--- config.mk ---
export PLATFORM = sky130hd
export DESIGN_NAME = imem_loader
export DESIGN_NICKNAME = d
export VERILOG_FILES = /design/src/rtl/imem_loader.sv
export SDC_FILE = /design/constraint.sdc
export NUM_CORES = 1
export LEC_CHECK = 0
export CAP_MARGIN = 10
export CELL_PAD_IN_SITES_DETAIL_PLACEMENT = 1
export CELL_PAD_IN_SITES_GLOBAL_PLACEMENT = 1
export CORE_MARGIN = 4
export CORE_UTILIZATION = 30
export DETAILED_ROUTE_END_ITERATION = 10
export PLACE_DENSITY = 0.69
export SYNTH_ARGS = -nofsm -noshare
export SYNTH_HDL_FRONTEND = slang
export SYNTH_SLANG_ARGS = --single-unit
export TNS_END_PERCENT = 10
--- constraint.sdc ---
create_clock -name clk -period 2.78 [get_ports clk]
set_clock_uncertainty 0.15 [all_clocks]
set_input_delay 0.556 -clock clk [delete_from_list [all_inputs] [get_ports clk]]
set_output_delay 0.556 -clock clk [all_outputs]
set_load 0.01 [all_outputs]
--- src/rtl/imem_loader.sv ---
// imem_loader
//   Boot-time instruction-memory writer. Receives a framed program over a
//   byte-wide valid/ready link and writes it into instruction memory as
//   little-endian 32-bit words, holding the core in reset until the whole
//   frame has been written.
//
//   Frame: N[7:0], N[15:8], then 4*N data bytes (each word LSB first).
//   Optional build macro IMEM_LOADER_CHECKSUM_EN: one trailing byte equal to
//   the XOR of all data bytes, checked in a CHK state before DONE.
//
// Ports
//   clk         system clock, rising edge
//   reset       asynchronous active-low reset
//   in_valid    in_byte carries a valid byte
//   in_byte     stream byte
//   in_ready    loader can accept a byte this cycle (decoded from state)
//   clear       from DONE/ERR: return to IDLE and re-hold the core
//   we          instruction-memory write strobe, one cycle per word
//   waddr       byte address of the word being written (multiple of 4)
//   wdata       word being written
//   core_rst_n  active-low reset to the pipeline, released only in DONE
//   busy        a frame is in progress
//   done        frame loaded successfully (sticky until clear)
//   err         frame rejected (sticky until clear)
module imem_loader #(
    parameter int WIDTH = 32,
    parameter int DEPTH = 64
) (
    input  logic             clk,
    input  logic             reset,
    input  logic             in_valid,
    input  logic [7:0]       in_byte,
    output logic             in_ready,
    input  logic             clear,
    output logic             we,
    output logic [WIDTH-1:0] waddr,
    output logic [WIDTH-1:0] wdata,
    output logic             core_rst_n,
    output logic             busy,
    output logic             done,
    output logic             err
);

    typedef enum logic [2:0] {
        S_IDLE,
        S_HDR1,
        S_DATA,
        S_WRITE,
        S_DONE,
        S_ERR
`ifdef IMEM_LOADER_CHECKSUM_EN
        , S_CHK
`endif
    } state_t;

    // State entered once all data words have been written.
`ifdef IMEM_LOADER_CHECKSUM_EN
    localparam state_t S_END = S_CHK;
`else
    localparam state_t S_END = S_DONE;
`endif

    state_t      state;
    state_t      state_next;
    logic [15:0] n;
    logic [15:0] hdr_n;
    logic [15:0] word_idx;
    logic [1:0]  byte_cnt;
    logic [7:0]  b0;
    logic [7:0]  b1;
    logic [7:0]  b2;
    logic        xfer;
    logic        last_word;
`ifdef IMEM_LOADER_CHECKSUM_EN
    logic [7:0]  csum;
`endif

    always_comb begin
        in_ready = (state == S_IDLE) || (state == S_HDR1) || (state == S_DATA);
`ifdef IMEM_LOADER_CHECKSUM_EN
        if (state == S_CHK) in_ready = 1'b1;
`endif
    end

    assign xfer      = in_valid && in_ready;
    // Full word count as it becomes known on the second header byte.
    assign hdr_n     = {in_byte, n[7:0]};
    assign last_word = (word_idx + 16'd1) == n;

    always_comb begin
        state_next = state;
        case (state)
            S_IDLE:  if (xfer) state_next = S_HDR1;
            S_HDR1: begin
                if (xfer) begin
                    if ({16'd0, hdr_n} > 32'(DEPTH)) state_next = S_ERR;
                    else if (hdr_n == 16'd0)         state_next = S_END;
                    else                             state_next = S_DATA;
                end
            end
            S_DATA:  if (xfer && byte_cnt == 2'd3) state_next = S_WRITE;
            S_WRITE: state_next = last_word ? S_END : S_DATA;
            S_DONE:  if (clear) state_next = S_IDLE;
            S_ERR:   if (clear) state_next = S_IDLE;
`ifdef IMEM_LOADER_CHECKSUM_EN
            S_CHK:   if (xfer) state_next = (in_byte == csum) ? S_DONE : S_ERR;
`endif
            default: state_next = S_IDLE;
        endcase
    end

    always_ff @(posedge clk or negedge reset) begin
        if (!reset) begin
            state      <= S_IDLE;
            n          <= '0;
            word_idx   <= '0;
            byte_cnt   <= '0;
            b0         <= '0;
            b1         <= '0;
            b2         <= '0;
            we         <= 1'b0;
            waddr      <= '0;
            wdata      <= '0;
            core_rst_n <= 1'b0;
            busy       <= 1'b0;
            done       <= 1'b0;
            err        <= 1'b0;
`ifdef IMEM_LOADER_CHECKSUM_EN
            csum       <= '0;
`endif
        end else begin
            state <= state_next;
            // Status outputs are registered decodes of the next state so they
            // change on the same edge as the state itself.
            we         <= (state_next == S_WRITE);
            done       <= (state_next == S_DONE);
            err        <= (state_next == S_ERR);
            core_rst_n <= (state_next == S_DONE);
            busy       <= (state_next == S_HDR1) || (state_next == S_DATA) ||
                          (state_next == S_WRITE)
`ifdef IMEM_LOADER_CHECKSUM_EN
                          || (state_next == S_CHK)
`endif
                          ;
            case (state)
                S_IDLE: begin
                    word_idx <= '0;
                    byte_cnt <= '0;
`ifdef IMEM_LOADER_CHECKSUM_EN
                    csum     <= '0;
`endif
                    if (xfer) n <= {8'h00, in_byte};
                end
                S_HDR1: begin
                    if (xfer) n[15:8] <= in_byte;
                end
                S_DATA: begin
                    if (xfer) begin
                        byte_cnt <= byte_cnt + 2'd1;
`ifdef IMEM_LOADER_CHECKSUM_EN
                        csum     <= csum ^ in_byte;
`endif
                        case (byte_cnt)
                            2'd0: b0 <= in_byte;
                            2'd1: b1 <= in_byte;
                            2'd2: b2 <= in_byte;
                            default: begin
                                wdata <= WIDTH'({in_byte, b2, b1, b0});
                                waddr <= WIDTH'({word_idx, 2'b00});
                            end
                        endcase
                    end
                end
                S_WRITE: word_idx <= word_idx + 16'd1;
                default: ;
            endcase
        end
    end

endmodule
-- Yosys cells after proc, flatten, opt, wreduce, memory -nomap -nowiden
Cells that the tools add are included.
- register bits: 113
- bits of input ports: 12
- output and inout port bits: 70
- add/sub/neg operators: 2
- $lt $le $gt $ge: 1
- equal/unequal tests: 17
- mux-type cells: 14
- bitwise operators: 1
- reductions and logical operators: 21
- operators by type and width (cell ; number):
    $pmux 16 s2 ; 1
    $mux 3 ; 7
    $add 16x1->16 const B ; 1
    $eq 16x16->1 ; 1
    $gt 16x7->1 const B ; 1
    $logic_not 16->1 ; 1
    $mux 16 ; 1
    $pmux 8 s2 ; 1
    $pmux 3 s5 ; 1
    $reduce_and 3->1 ; 5
    $eq 3x2->1 const B ; 4
    $eq 3x3->1 const B ; 4
    $mux 8 ; 1
    $eq 3x1->1 const B ; 2
    $ne 2x2->1 const B ; 3
    $reduce_bool 2->1 ; 3
    $eq 2x2->1 const B ; 2
    $logic_or 1x1->1 ; 4
    $pmux 2 s2 ; 1
    $reduce_and 2->1 ; 2
    $logic_not 3->1 ; 1
    $reduce_or 3->1 ; 1
    $add 2x1->2 const B ; 1
    $eq 2x1->1 const B ; 1
    other kinds (5) ; 6

-- Depth between registers and ports, before layout
Gate-level depths: netlist of run 1.
- depth in word-level cells: 10
- gate-level depth with buffers: 8

-- Least setup slack after synthesis of run 1
OpenSTA, ideal clock, no wires.
- kind: register -> register
- start point: reg word_idx[0]
- end point: reg state[1]
- library setup time: 0.119 ns
- data arrival time: 1.928 ns
- data required time: 2.511 ns
- setup slack: 0.583 ns
- stages on the path, launching flop included: 7
- path buffers: 0
- cells stage by stage: dfrtp_1 > ha_1 > nand3_2 > or4_2 > a22oi_2 > nand3_1 > and2_1
- word-level cells in the longest chain between the ends: 4
- ends and longest elaborated chain (item ; RTL line ; source):
    from (decl) ; 67 ; logic [15:0] word_idx;
    from (signal assigned) ; 174 ; S_WRITE: word_idx <= word_idx + 16'd1;
    $add 16x1->16 ; 88 ; assign last_word = (word_idx + 16'd1) == n;
    $eq 16x16->1 ; 88 ;
    $mux 3 ; 102 ; S_WRITE: state_next = last_word ? S_END : S_DATA;
    $pmux 3 s5 ; 92 ; case (state)
    named net state_next[1] ; 64 ; state_t state_next;
    to (signal assigned) ; 132 ; state <= state_next;
    to (decl) ; 63 ; state_t state;
The timed path passes the listed nets, and every way through them passes these cells.
A chain may end at the register's enable or synchronous reset.

-- Final worst setup path of run 1
- start point: reg word_idx[0]
- end point: reg done
- word-level cells in the longest chain between the ends: 5
- ends and longest elaborated chain (item ; RTL line ; source):
    $add 16x1->16 ; 88 ;
    $eq 16x16->1 ; 88 ;
    $mux 3 ; 102 ;
    $pmux 3 s5 ; 92 ;
    $eq 3x3->1 ; 136 ; done <= (state_next == S_DONE);
    to (signal assigned) ; 136 ;
    to (decl) ; 40 ; output logic done,
No other way between the ends.

==> results of run 1 <==
layer usage:
layer / routed length [um] / up-vias
met2: 6740 / 76
met3: 509 / 19
met1: 6110 / 1857
li1: - / 1687
met5: 0 / -
met4: 304 / 0
registers in the layout (all words and copies together) (netlist names):
signal,count
word_idx,16
state,3
waddr,16
byte_cnt,2
b2,8
b1,8
b0,8
n,16
wdata,32
err,1
done,1
we,1
busy,1
metrics by stage:
stage	instances	total power, uW	hold slack, ps
2_1_floorplan	454	2560	110
3_3_place_gp	727	2850	324
3_5_place_dp	727	2900	329
4_1_cts	757	5210	6.25
5_1_grt	757	5400	29.1
6_report	757	5140	-8.47
cell type report:
type	count	area share
clock buffers	20	0.0667
well taps	225	0.0411
multi-input cells	298	0.332
inverters	7	0.00384
repair buffers	84	0.119
flip-flops and latches	113	0.413
clock inverters	10	0.0234
power groups by stage:
stage          logic (uW)  registers, uW  clock network (uW)
6_report              906           1960                2280
5_1_grt               998           1980                2420
4_1_cts               914           1960                2330
3_5_place_dp          910           1990                   0
3_3_place_gp          876           1980                   0
2_1_floorplan         627           1930                   0
layout by cell type (no fill, tap or decap), types with 4 or more instances in the layout:
cell	count
clkdlybuf4s50_1	64
or2_2	4
mux2_2	80
nor2_1	22
o21ai_0	25
a21oi_1	6
nand2b_1	4
nor3_1	4
ha_1	6
conb_1	16
a31oi_1	4
nand2_1	38
nand3_1	17
clkbuf_16	17
nand4_1	5
inv_1	7
dfrtp_1	113
buf_4	18
xnor2_1	17
clkinvlp_4	4
bufinv_16	4
logic make-up after synthesis:
kind of cell               share of synthesized area
and+or+nand+nor                                0.125
DFF                                            0.536
muxes                                          0.173
AOI/OAI and AO/OA                             0.0645
buffers and inverters                         0.0446
xor gates and xnor gates                      0.0420
adders and majority gates                     0.0142
other                                       0.000711
worst max path at each step:
stage / start / end / slack (ps)
2_1_floorplan: word_idx[0] / state[1] / 580
3_3_place_gp: in_byte[4] / err / -50
3_5_place_dp: in_byte[4] / err / -80
4_1_cts: word_idx[0] / done / 130
5_1_grt: word_idx[0] / done / 20
6_report: word_idx[0] / done / 150
==> summary.md, run 1 <==
| Metric | Value |
|---|---|
| Status | `finished with violations` |
| Failing checks | `negative hold slack` |
| Via count | `3639` |
| Hold_ws | `-8.47 ps` |
| Cell taking the most area after synthesis | `dfrtp_1` |
| Area post-placement | `6220 sq um` |
| Mapped Cells | `~440` |
| Buf+Inv Stages, Crit Path | `0` |
| Most instantiated cells after synthesis | `dfrtp_1, mux2_2, nand2_1` |
| ANT cells | `0` |
| CTS sink count | `~110` |
| Sequential cell area fraction in the yosys report | `0.536` |
| Reg clk slew, reported paths | `about 50 ps` |
| PwrDens | `roughly 750 nW/um^2` |
| Routability cong. | `around 0.84` |
| Mapped cell area | `around 5300 sq um` |
| Busiest grt layer | `met2` |
| Slew HR | `0.607` |
| Count leader, synth | `dfrtp_1` |
| Cell breakdown of the critical path | `ha_1 > nand3_2 > or4_2 > a22oi_2 > a31oi_1 > a211oi_2` |
| Startpoint types | `flop` |
| HP Class | `input pin to async pin` |
| Clk network pwr share | `0.444` |
| Number of vias per cell | `slightly below 5` |
| Global-route wire length before repair | `roughly 22 mm` |
| Highest Clock Rate | `380 MHz` |
| Fin crit share | `0.947` |
| Crit path depth | `6` |
| Routing usage on met3 | `0.0404` |
| WS Path Type | `flop to flop` |
| Worst R2R Setup Slack | `150 ps` |
| Detailed Place HPWL | `~9.5 mm` |
| Nets | `around 540` |
| Comb power frac | `0.176` |
| GRT overflow | `0` |
| Die H | `about 140 um` |
| Reg2Reg Capture Point | `done` |
| Cell-internal power | `around 3800 uW` |
| Worst Setup End Kind | `flop` |
| Synth top area share | `0.536` |
| Clock buffer depth | `2` |
| Post-layout util | `0.397` |
| Pins Over Slew Limit | `0` |
| Area grow syn2layout | `29.8%` |
| Count of unique library cells instantiated by Yosys | `54` |
| Setup TNS | `0 ps` |
| Initial antenna violation count | `0` |
| Crit path max-delay family | `simple AND/OR/NAND/NOR gates` |
| Pre-Repair DR Iteration Count | `4` |
| Core box area | `approximately 17000 sq um` |
| Die Area | `around 20000 sq um` |
| Initial detailed-routing violation count | `about 150` |
| CTS H-Tree Depth | `4` |
| FF+latch area | `approximately 2800 sq um` |
| IO Count | `82` |
| CTS buffer count | `17` |
| Layout cell share with drive strength beyond 1 | `0.282` |
| Worst r2r src | `word_idx[0]` |
| Vias in the first global route | `around 4000` |
| All-layer global routing usage | `0.144` |
| Final ANT Viol Nets | `0` |
| Skew-Pair Late Insertion Delay | `approximately 410 ps` |
| CTS resizes | `0` |
| DRC violations left | `0` |
| Worst-Margin Slew | `between 500 and 600 ps` |
| Final setup margin | `147 ps` |
| Initial Util | `0.306` |
| M2 GR Usage | `0.235` |
| Net Sw Power | `roughly 1400 uW` |
| Max Cap Viol | `0` |
| Share of total power in sequential cells | `0.380` |
| Number of synthesized register bits | `between 100 and 150` |
| Critical path fanouts, max | `9` |
| Footprint of the multi-input gates | `2270 sq um` |
| Post-synth EDFFs | `0` |
| Pleak | `around 0.0032 uW` |
| Worst-case vdd ir drop | `roughly 0.00035 V` |
| Cell Rows | `48` |
| Asr flop ratio synth | `1.00` |
| CP Data Arrival Time | `2810 ps` |
| Fillers | `about 1800` |
| Fin area | `6840 sq um` |
| WP data required | `approximately 3000 ps` |
| Final Hold Fails | `8` |
| Synth Flop Type | `dfrtp_1` |
| Mean Syn Cell Area | `approximately 12 sq um` |
| CTS hold repair buffers | `0` |
| Dpl ws | `-83.9 ps` |
| Avg WL per Cell | `between 15 and 20 um` |
| Net Sw Frac | `0.269` |
| Post-CTS repair timing setup buffer count | `0` |
| YS warnings | `0` |
| I/O Buffers | `65` |
| Drt total wl | `roughly 14 mm` |
| TritonCTS clock tree | `yes` |
| RSZ-0062 raised after global routing | `no` |
| Fin crit period | `around 2600 ps` |
| Crit path largest cell delay | `roughly 690 ps` |
| Root Buffer | `clkbuf_16` |
| Reg2Reg Depth | `6` |
| Die width | `141 um` |
| Critical path's slowest cell | `or4_2` |
| M1 GR Usage | `0.181` |
| Top area cells in the synthesized netlist | `dfrtp_1, mux2_2, xnor2_1` |
| Setup violations, final | `0` |
| Pin count of the biggest net entering global routing | `a little over 50` |
No activity file was read; power rests on OpenSTA's default activity.
==> run 2, diff against run 1 <==
- CTS_CLUSTER_DIAMETER: not set -> 120
==> results of run 2 <==
Same layout as run 1: the final DEF is identical, and so are final timing and power.
==> run 3, diff against run 2 <==
- CTS_CLUSTER_DIAMETER: 120 -> not set
- clock period: 2.78 -> 2.9 ns (I/O delays scaled with it)
==> summary.md, run 3 (synthesis gave the netlist of run 1 again) <==
| Metric | Value |
|---|---|
| Critical path's slowest cell | `or4_2` |
| TritonCTS clock tree | `yes` |
| Die H | `141 um` |
| Reg2Reg Depth | `6` |
| Area post-placement | `about 6200 sq um` |
| Final ANT Viol Nets | `0` |
| Critical path fanouts, max | `9` |
| Worst-Margin Slew | `between 600 and 700 ps` |
| Footprint of the multi-input gates | `2270 sq um` |
| Core box area | `17200 sq um` |
| Fillers | `1862` |
| CTS resizes | `0` |
| Post-CTS repair timing setup buffer count | `0` |
| Die Area | `approximately 20000 sq um` |
| I/O Buffers | `65` |
| Setup TNS | `0 ps` |
| Number of vias per cell | `4.81` |
| Net Sw Power | `between 1000 and 1500 uW` |
| Fin crit share | `0.876` |
| Fin crit period | `about 2500 ps` |
| Top reg by flops | `wdata` |
| Area grow syn2layout | `28.6%` |
| Net Sw Frac | `0.290` |
| WS Path Type | `flop to flop` |
| Pins Over Slew Limit | `0` |
| Pleak | `about 0.0031 uW` |
| CTS buffer count | `17` |
| Crit path largest cell delay | `about 700 ps` |
| All-layer global routing usage | `0.144` |
| Largest register FFs | `32` |
| Status | `finished, final reports clean` |
| Pin count of the biggest net entering global routing | `roughly 50` |
| Cell-internal power | `approximately 3400 uW` |
| WP data required | `3080 ps` |
| Clock buffer depth | `2` |
| Final setup margin | `~360 ps` |
| Dpl ws | `29.8 ps` |
| Most frequent cells in the layout | `dfrtp_1, mux2_2, clkdlybuf4s50_1` |
| Clk network pwr share | `0.418` |
| CTS hold repair buffers | `0` |
| ANT cells | `0` |
| Drt total wl | `~14 mm` |
| DRC violations left | `0` |
| Commonest non-fill, non-tap cell in the layout | `dfrtp_1` |
| Worst R2R Setup Slack | `around 360 ps` |
| Slew HR | `0.591` |
| Share of total power in sequential cells | `0.398` |
| Avg WL per Cell | `between 15 and 20 um` |
| Reg clk slew, reported paths | `about 60 ps` |
| Die width | `141 um` |
| Initial antenna violation count | `0` |
| Layout cell share with drive strength beyond 1 | `0.281` |
| Buf+Inv Stages, Crit Path | `0` |
| FF+latch area | `around 2800 sq um` |
| Startpoint types | `flop` |
| Worst r2r src | `word_idx[0]` |
| Final Hold Fails | `0` |
| CTS sink count | `approximately 110` |
| Initial Util | `0.306` |
| Worst Setup End Kind | `flop` |
| Vias in the first global route | `approximately 4000` |
| Comb power frac | `0.184` |
| Reg2Reg Capture Point | `done` |
| GRT overflow | `0` |
| RSZ-0062 raised after global routing | `no` |
| Setup violations, final | `0` |
| Skew-Pair Late Insertion Delay | `approximately 420 ps` |
| Initial detailed-routing violation count | `a little under 200` |
| Routability cong. | `0.826` |
| Nets | `between 500 and 600` |
| Cell Rows | `48` |
| Crit path max-delay family | `simple AND/OR/NAND/NOR gates` |
| Post-layout util | `0.393` |
| Via count | `around 3600` |
| IO Count | `a little over 80` |
| Detailed Place HPWL | `roughly 9.4 mm` |
| Worst-case vdd ir drop | `0.000391 V` |
| HP Class | `input pin to async pin` |
| CTS H-Tree Depth | `4` |
| Fin area | `roughly 6800 sq um` |
| Max Cap Viol | `0` |
| Global-route wire length before repair | `around 22 mm` |
| CP Data Arrival Time | `around 2700 ps` |
| Cell breakdown of the critical path | `ha_1 > nand3_2 > or4_2 > a22oi_2 > a31oi_1 > a211oi_2` |
| Pre-Repair DR Iteration Count | `4` |
| Root Buffer | `clkbuf_16` |
| Highest Clock Rate | `roughly 390 MHz` |
| PwrDens | `about 700 nW/um^2` |
## run 3: per-stage QoR
stage	hold WS [ps]	total power, uW	instances
after floorplan	134	2450	454
after global placement	325	2730	726
after detailed placement	325	2780	726
after CTS	39.4	4780	758
after global routing	55.5	4980	758
final	15.5	4730	758
## run 3: layout make-up
| type | instances | share of cell area |
|---|---|---|
| multi-input combinational | 298 | 0.335 |
| clock buffer | 20 | 0.0673 |
| tap | 225 | 0.0415 |
| clock inverter | 12 | 0.0164 |
| timing repair buffer | 83 | 0.119 |
| inverter | 7 | 0.00387 |
| sequential | 113 | 0.417 |
## run 3: worst max path at each step
| stage | startpoint | to | slack, ps | cells past startpoint |
|---|---|---|---|---|
| finish | word_idx[0] | done | 360 | 6 |
| global route | word_idx[0] | state[1] | 140 | 7 |
| CTS | word_idx[0] | done | 330 | 6 |
| detailed placement | in_byte[4] | state[2] | 30 | 7 |
| global placement | in_byte[4] | err | 90 | 7 |
| floorplan | word_idx[0] | state[1] | 700 | 6 |
## run 3: power groups by stage
stage | logic (uW) | clock network (uW) | registers (uW)
final | 870 | 1970 | 1880
after global placement | 838 | 0 | 1900
after floorplan | 601 | 0 | 1850
after global routing | 973 | 2110 | 1900
after CTS | 880 | 2020 | 1880
after detailed placement | 871 | 0 | 1910
## run 3: metal layers
| layer | up-vias | routed length [um] | GRT usage |
|---|---|---|---|
| met3 | 11 | 765 | 0.0526 |
| met1 | 1878 | 5960 | 0.180 |
| met5 | - | 0 | 0 |
| met2 | 81 | 6800 | 0.237 |
| li1 | 1678 | - | - |
| met4 | 0 | 102 | 0.0382 |
==> patch: new RTL, config.mk and constraints of run 1 <==
Set the parameter `WIDTH` to 16 (it was 32).
--- a/src/rtl/imem_loader.sv
+++ b/src/rtl/imem_loader.sv
@@ -24,5 +24,5 @@
 //   err         frame rejected (sticky until clear)
 module imem_loader #(
-    parameter int WIDTH = 32,
+    parameter int WIDTH = 16,
     parameter int DEPTH = 64
 ) (
Interface: changed (resized waddr and wdata); port bits go from 82 to 50. The function was not compared with the original's and may differ.
==> patch against run 1 <==
Critical endpoint is now err$_DFF_PN0_. Sequential power down 14%. Highest routed layer unchanged. Via count down 14%. Clock power down 48%. Area after synthesis down 19%. Power down 28%. Count of clock-buffer cells in the layout down 11. Combinational power down 4.1%. Routed wire length down 23%. Cell count down 18%. Critical path depth up 1. Setup slack better by 50 ps. Sequential cell count down 26. Design area down 23%. Largest power group is now sequential cells.
==> patch: results (changes against run 1) <==
qor: place.finalWeightedCongestion 0.885 [+5.5%]
qor: setup_path.arrival 2710 ps [-100 ps]
qor: synth.synth_xor_xnor_area_share 4.51% [+0.31 points]
qor: grt.grt_pass1_wl 17900 microns [-19%]
qor: place.hpwlAfterDp 7620 microns [-20%]
qor: clock_tree.cts_inserted_buffers 9 [-8]
qor: power.p_sw_share 32.4% [+5.5 points]
qor: routing.wl_per_cell 17.0 microns [-6.0%]
qor: routing.met1Wirelength 4790 microns [-22%]
qor: grt.grt_antenna_before_repair 0 [unchanged]
qor: run_status.outcome completed
qor: finish.drive_above_1_share 21.2% [-7.0 points]
qor: grt.grtUsageMet3 2.97% [-1.1 points]
qor: synth.synth_adder_area_share 1.46% [+0.040 points]
qor: synth.synth.distinct_cells 52 [-3.7%]
qor: synth.yosys-mux-area-fraction 14.2% [-3.1 points]
qor: grt.gr-usage-met1 17.0% [-1.0 points]
qor: routing.num_vias 3113 [-14%]
qor: grt.grtUsageTotal 13.8% [-0.57 points]
qor: sta.worst_case_headroom_to_the_max_slew_limit 54.6% [-6.1 points]
qor: setup_path.crit_path_top_delay_cell sky130_fd_sc_hd__dfrtp_1
qor: synth.main_area_contributors_after_synthesis sky130_fd_sc_hd__dfrtp_1 (51%), sky130_fd_sc_hd__mux2_2 (14%), sky130_fd_sc_hd__o21ai_0 (4.2%)
qor: clock_tree.clock_insertion_delay_worst_skew 340 ps [-70 ps]
qor: routing.first_iter_violations 140 [-7.3%]
qor: finish.n_fill_cell 1530 [-16%]
qor: power.worst_ir_drop_vdd 0.312 mV [-9.8%]
qor: synth.synth.top_cells.by_count sky130_fd_sc_hd__dfrtp_1 (87), sky130_fd_sc_hd__mux2_2 (52), sky130_fd_sc_hd__nand2_1 (41), sky130_fd_sc_hd__o21ai_0 (36), sky130_fd_sc_hd__nor2_1 (15)
qor: sta.final_hold_vio_count 0 [-8]
qor: clock_tree.cts-htree-levels 3 [-1]
qor: setup_path.critPathMaxStageDelay 570 ps [-120 ps]
qor: routing.met2WireLength 5350 microns [-21%]
qor: synth.synth.yosys.seq_area_share 50.9% [-2.7 points]
qor: synth.compound_gate_fraction_of_synth_area 9.57% [+3.1 points]
qor: finish.num-nets-final 455 [-16%]
-- patch: cell count changes after synthesis, sizes merged, moves of 7 or more --
cell,change
nor2,-7
dfrtp,-26
nor2b,+9
buf,-12
mux2,-28
o21ai,+12
-- patch: worst paths after layout --
check	slack, ps	endpoint	cells after the start	start
worst max-delay path	200	err$_DFF_PN0_	7	word_idx[3]$_DFFE_PN0P_
worst min-delay path	20	we$_DFF_PN0_	1	reset
worst min register to register	340	waddr[15]$_DFFE_PN0P_	2	waddr[15]$_DFFE_PN0P_
min in group clk	340	waddr[15]$_DFFE_PN0P_	2	waddr[15]$_DFFE_PN0P_
worst max register to register	200	err$_DFF_PN0_	7	word_idx[3]$_DFFE_PN0P_
max in group asynchronous	1800	word_idx[2]$_DFFE_PN0P_	2	reset
-- patch: per-stage QoR --
step                      instances  worst slack, ps  cell area (sq um)  power, mW
after global placement          607             38.7               4960       2.54
after CTS                       623              118               5250       3.78
after floorplan                 392              371               4280       2.26
final                           623              197               5260       3.73
after global routing            623             24.7               5260       3.96
after detailed placement        607             77.7               4960       2.59
-- patch: cell type report --
cell class	count	area [sq um]	area share, %
Inverter	8	30.0	0.571
Multi-Input combinational cell	272	1960	37.2
Sequential cell	87	2180	41.4
Tap cell	180	225	4.28
Clock buffer	9	225	4.28
Timing Repair Buffer	60	578	11.0
Clock inverter	7	65.1	1.24
-- patch: power groups by stage --
stage | clock (mW) | sequential, mW | combinational [mW]
floorplan | 0 | 1.62 | 0.639
global placement | 0 | 1.70 | 0.843
detailed placement | 0 | 1.71 | 0.878
CTS | 1.21 | 1.69 | 0.884
global route | 1.27 | 1.72 | 0.969
finish | 1.18 | 1.68 | 0.869
